===== src/rtl/hazard_pkg.sv =====
// Shared decode constants, instruction classes and latency values for the hazard unit.
// Tuse/Tnew are 2-bit; T_NONE marks an operand field that is not read.
package hazard_pkg;

  localparam logic [5:0] OP_RTYPE = 6'h00;
  localparam logic [5:0] OP_JAL   = 6'h03;
  localparam logic [5:0] OP_BEQ   = 6'h04;
  localparam logic [5:0] OP_ORI   = 6'h0d;
  localparam logic [5:0] OP_LUI   = 6'h0f;
  localparam logic [5:0] OP_LW    = 6'h23;
  localparam logic [5:0] OP_SW    = 6'h2b;

  localparam logic [5:0] FN_JR    = 6'h08;
  localparam logic [5:0] FN_MFHI  = 6'h10;
  localparam logic [5:0] FN_MTHI  = 6'h11;
  localparam logic [5:0] FN_MFLO  = 6'h12;
  localparam logic [5:0] FN_MTLO  = 6'h13;
  localparam logic [5:0] FN_MULT  = 6'h18;
  localparam logic [5:0] FN_MULTU = 6'h19;
  localparam logic [5:0] FN_DIV   = 6'h1a;
  localparam logic [5:0] FN_DIVU  = 6'h1b;
  localparam logic [5:0] FN_ADDU  = 6'h21;
  localparam logic [5:0] FN_SUBU  = 6'h23;

  typedef enum logic [3:0] {
    CALC_R, CALC_I, LOAD, STORE, BRANCH, JAL, JR, MD, MF, MT, NOP
  } iclass_t;

  localparam logic [3:0] MULT_LAT = 4'd5;
  localparam logic [3:0] DIV_LAT  = 4'd10;

  typedef logic [1:0] tval_t;
  // Larger than any Tnew, so an unread field can never raise a hazard.
  localparam tval_t T_NONE = 2'd3;

  // div/divu have funct bit 1 set, mult/multu do not.
  function automatic logic [3:0] md_latency(logic [5:0] fn);
    return fn[1] ? DIV_LAT : MULT_LAT;
  endfunction

  function automatic tval_t tnew_at_m(tval_t tnew_e);
    return (tnew_e == 2'd0) ? 2'd0 : tval_t'(tnew_e - 2'd1);
  endfunction

  function automatic logic src_hazard(logic [4:0] src, tval_t tuse,
                                      logic [4:0] dst, tval_t tnew);
    return (src != 5'd0) && (src == dst) && (tuse < tnew);
  endfunction

endpackage


===== src/rtl/hazard_unit_instr_class.sv =====
// Combinational instruction decoder: IR -> class, sources, destination, Tuse and Tnew (E-relative).
// With HAZARD_MD_EN undefined the mult/div/HI/LO group decodes as NOP.
module instr_class
  import hazard_pkg::*;
(
  input  logic [31:0] ir,
  output logic [3:0]  cls,
  output logic [4:0]  rs,
  output logic [4:0]  rt,
  output logic [4:0]  dst,
  output logic [1:0]  tuse_rs,
  output logic [1:0]  tuse_rt,
  output logic [1:0]  tnew
);

  logic [5:0] op;
  logic [5:0] fn;
  iclass_t    c;

  assign op  = ir[31:26];
  assign fn  = ir[5:0];
  assign rs  = ir[25:21];
  assign rt  = ir[20:16];
  assign cls = c;

  always_comb begin
    c = NOP;
    case (op)
      OP_RTYPE: begin
        case (fn)
          FN_ADDU, FN_SUBU: c = CALC_R;
          FN_JR:            c = JR;
`ifdef HAZARD_MD_EN
          FN_MULT, FN_MULTU, FN_DIV, FN_DIVU: c = MD;
          FN_MFHI, FN_MFLO: c = MF;
          FN_MTHI, FN_MTLO: c = MT;
`endif
          default:          c = NOP;
        endcase
      end
      OP_ORI, OP_LUI: c = CALC_I;
      OP_LW:          c = LOAD;
      OP_SW:          c = STORE;
      OP_BEQ:         c = BRANCH;
      OP_JAL:         c = JAL;
      default:        c = NOP;
    endcase
  end

  always_comb begin
    dst     = 5'd0;
    tuse_rs = T_NONE;
    tuse_rt = T_NONE;
    tnew    = 2'd0;
    case (c)
      CALC_R: begin
        dst = ir[15:11]; tuse_rs = 2'd1; tuse_rt = 2'd1; tnew = 2'd1;
      end
      CALC_I: begin
        // lui has no register source.
        dst = rt; tuse_rs = (op == OP_LUI) ? T_NONE : 2'd1; tnew = 2'd1;
      end
      LOAD:   begin dst = rt; tuse_rs = 2'd1; tnew = 2'd2; end
      STORE:  begin tuse_rs = 2'd1; tuse_rt = 2'd2; end
      BRANCH: begin tuse_rs = 2'd0; tuse_rt = 2'd0; end
      JR:     tuse_rs = 2'd0;
      JAL:    dst = 5'd31;
      MD:     begin tuse_rs = 2'd1; tuse_rt = 2'd1; end
      MF:     begin dst = ir[15:11]; tnew = 2'd1; end
      MT:     tuse_rs = 2'd1;
      default: ;
    endcase
  end

endmodule


===== src/rtl/hazard_unit.sv =====
// Stall / E-bubble generation for the five-stage MIPS core, with the mult/div busy counter.
// Mult/div support is built only when HAZARD_MD_EN is defined.
module hazard_unit
  import hazard_pkg::*;
(
  input  logic        clk,
  input  logic        reset,
  input  logic [31:0] IR_D,
  input  logic [31:0] IR_E,
  input  logic [31:0] IR_M,
  output logic        stall,
  output logic        clr_E,
  output logic        md_start,
  output logic        md_busy
);

  logic [3:0] cls_d, cls_e, cls_m_unused;
  logic [4:0] rs_d, rt_d, dst_d_unused;
  logic [4:0] rs_e_unused, rt_e_unused, dst_e;
  logic [4:0] rs_m_unused, rt_m_unused, dst_m;
  logic [1:0] tuse_rs_d, tuse_rt_d, tnew_d_unused;
  logic [1:0] tuse_rs_e_unused, tuse_rt_e_unused, tnew_e;
  logic [1:0] tuse_rs_m_unused, tuse_rt_m_unused, tnew_m_raw;
  tval_t      tnew_m;
  logic       data_stall;
  logic       md_stall;

  instr_class u_dec_d (
    .ir(IR_D), .cls(cls_d), .rs(rs_d), .rt(rt_d), .dst(dst_d_unused),
    .tuse_rs(tuse_rs_d), .tuse_rt(tuse_rt_d), .tnew(tnew_d_unused)
  );

  instr_class u_dec_e (
    .ir(IR_E), .cls(cls_e), .rs(rs_e_unused), .rt(rt_e_unused), .dst(dst_e),
    .tuse_rs(tuse_rs_e_unused), .tuse_rt(tuse_rt_e_unused), .tnew(tnew_e)
  );

  instr_class u_dec_m (
    .ir(IR_M), .cls(cls_m_unused), .rs(rs_m_unused), .rt(rt_m_unused), .dst(dst_m),
    .tuse_rs(tuse_rs_m_unused), .tuse_rt(tuse_rt_m_unused), .tnew(tnew_m_raw)
  );

  assign tnew_m = tnew_at_m(tnew_m_raw);

  assign data_stall = src_hazard(rs_d, tuse_rs_d, dst_e, tnew_e)
                    | src_hazard(rt_d, tuse_rt_d, dst_e, tnew_e)
                    | src_hazard(rs_d, tuse_rs_d, dst_m, tnew_m)
                    | src_hazard(rt_d, tuse_rt_d, dst_m, tnew_m);

`ifdef HAZARD_MD_EN
  logic [3:0] md_cnt;

  assign md_start = (cls_e == MD);
  assign md_busy  = (md_cnt != 4'd0);
  assign md_stall = (cls_d inside {MD, MF, MT}) && (md_busy || md_start);

  always_ff @(posedge clk) begin
    if (reset)
      md_cnt <= 4'd0;
    else if (md_start)
      md_cnt <= md_latency(IR_E[5:0]);
    else if (md_busy)
      md_cnt <= md_cnt - 4'd1;
  end
`else
  logic md_unused;

  assign md_start  = 1'b0;
  assign md_busy   = 1'b0;
  assign md_stall  = 1'b0;
  assign md_unused = ^{clk, reset, cls_d, cls_e};
`endif

  assign stall = data_stall | md_stall;
  assign clr_E = stall;

endmodule


===== config.mk =====
export PLATFORM = sky130hd
export DESIGN_NAME = hazard_unit
export DESIGN_NICKNAME = d
export VERILOG_FILES = /design/src/rtl/hazard_pkg.sv /design/src/rtl/hazard_unit_instr_class.sv /design/src/rtl/hazard_unit.sv
export SDC_FILE = /design/constraint.sdc
export NUM_CORES = 1
export LEC_CHECK = 0
export CORE_ASPECT_RATIO = 1.2
export CORE_MARGIN = 5
export CORE_UTILIZATION = 44
export DETAILED_ROUTE_END_ITERATION = 8
export PLACE_DENSITY_LB_ADDON = 0.08
export SYNTH_ARGS = -nofsm -noshare
export SYNTH_HDL_FRONTEND = slang
export SYNTH_HIERARCHICAL = 1
export SYNTH_SLANG_ARGS = --single-unit

===== constraint.sdc =====
create_clock -name vclk -period 9.6
set_input_delay 1.92 -clock vclk [all_inputs]
set_output_delay 1.92 -clock vclk [all_outputs]
set_load 0.05 [all_outputs]

==> summary.txt <==
Status
  – Outcome: finished clean

Floorplanning
  – Initial core utilization: 0.453
  – DIE HEIGHT: roughly 71 um
  – Num ports: between 100 and 150
  – Die area: 4370 um2
  – Core Area: 3060 um2
  – Rows: 22
  – Die Wd: about 61 um

Drt
  – Vias per cell: 5.93
  – Avg WL per Cell: ~15 um
  – Drt first pass iters: 5
  – Via Count: 1,596
  – Final wirelength: roughly 4.2 mm
  – Final ANT Viol Nets: 0
  – Number of remaining DRC errors: 0
  – Starting DRT DRC Count: 48

Critical path
  – Crit end category: output pin
  – Crit path cell chain: clkdlybuf4s50_1, and3b_1, and2_1, a2111o_1, o31ai_2, nand2_1, ha_1, o21a_1, nor4_2, a41oi_1, o22ai_1, clkdlybuf4s50_1
  – Worst path bufs/invs: 2
  – Setup crit start: IR_M[28]
  – CP top delay family: buffers and inverters
  – Worst path depth: 12
  – CP startpoint kind: primary input
  – Critical path class: primary input to output pin
  – Crit path arrival time: about 5700 ps
  – Critical Path Sink: clr_E
  – CP peak stage delay: a little over 800 ps
  – CP Data Required Time: roughly 7700 ps
  – Crit-path slowest cell: clkdlybuf4s50_1
  – CP Max Fanout: 8
  – Most frequent cell on the critical path: clkdlybuf4s50_1

Logic synthesis
  – Post-Syn Area: approximately 1400 um2
  – Syn avg cell area: 7.44 um2
  – Yosys warnings: 6
  – Cells after Synth: about 190

Global routing
  – GRT busiest layer: met2
  – Grt ovf: 0
  – Met1 usage: 0.226
  – Number of global-route vias before repair: ~1.6k
  – Largest net degree at the start of global routing: 9
  – Met3 usage: 0.0180
  – Total GRT Usage: 0.182
  – Global-route wire length before repair: approximately 6.6 mm
  – GR Util met2: 0.335
  – Initial antenna violation count: 0

Cells and area
  – Clk_buf instances: 0
  – Util after Layout: 0.640
  – FFs & Latches: 0
  – Register Area: 0 um2
  – Finished Cell Area: between 1500 and 2000 um2
  – Final #Nets: ~340
  – P&R area growth vs syn: 41.3%
  – Fin cells: about 270
  – Fraction of final layout cells sized beyond drive strength 1: 0.0601
  – Antenna Cells: 0

Clocking
  – Hold buffers post-CTS: 0
  – Post-CTS Setup Inserts: 0
  – Post_cts resized: 0

Placed design
  – Dpl hpwl: about 3.6 mm
  – Placed Area: 1960 um2
  – Post-placement cell count: between 200 and 300
  – Post-place setup slack: roughly 2000 ps
  – Placer Congestion: approximately 0.81
  – I/O Buffers: ~70

Timing
  – Hold_ws: between 5000 and 6000 ps
  – Slew Limit Headroom: 0.575
  – Setup_tns: 0 ps
  – Endpoints failing hold: 0
  – Minimum clock period: roughly 7600 ps
  – Final setup violating endpoints: 0
  – Setup ws final: between 2000 and 2500 ps
  – Fmax: about 0.13 GHz
  – Worst slew pin tran: about 630 ps
  – RSZ-0062 raised after global routing: false
  – Fin crit share: 0.791
  – Final Slew Violations: 0

Run
  – Maxcap violations: 0

Hold path
  – Hold/Removal Path Class: primary input to output pin

Pwr
  – Peak VDD IR: roughly 0.022 mV
  – Lkg Pwr: about 0.65 nW
  – Total design power: just over 0.07 mW
  – Pwr per Cell Area: between 30 and 40 nW/um2
-- how the worst min path moves through the flow --
stage	startpoint	to	slack [ps]	cells past startpoint
after global routing	IR_D[25]	stall	5280	4
after detailed placement	IR_D[25]	stall	5250	4
after floorplan	IR_D[16]	clr_E	4380	3
after CTS	IR_D[16]	stall	5250	4
final	IR_D[25]	stall	5260	4
after global placement	IR_D[25]	stall	5250	4
-- report_power, final --
part / leakage [nW] / internal [mW] / switching [mW]
Combinational: 0.652 / 0.0399 / 0.0313
Sequential: 0 / 0 / 0
Clock: 0 / 0 / 0
-- layer usage --
layer	part of all wire	up-vias
met5	0	-
met4	0.0070	0
met3	0.072	4
met2	0.52	70
met1	0.40	729
li1	-	793
-- layout make-up --
| cell class | count | area, um2 |
|---|---|---|
| tap | 36 | 45.0 |
| inverter | 4 | 15.0 |
| fill | 303 | 1100 |
| multi-input combinational | 161 | 1210 |
| timing repair buffer | 68 | 681 |
-- layout by cell type (no fill, tap or decap), types with 4 or more instances in the layout --
master and n:
and2_1 6, inv_1 4, a21oi_1 13, xnor2_1 15
o31ai_1 10, nor2_1 8, nor4_1 5, xor2_1 8
nor4b_1 6, o21a_1 4, and3b_1 6, or4_1 5
nand2_1 15, clkdlybuf4s50_1 68, nor2b_1 6, ha_1 4
(Power assumes the default switching activity.)
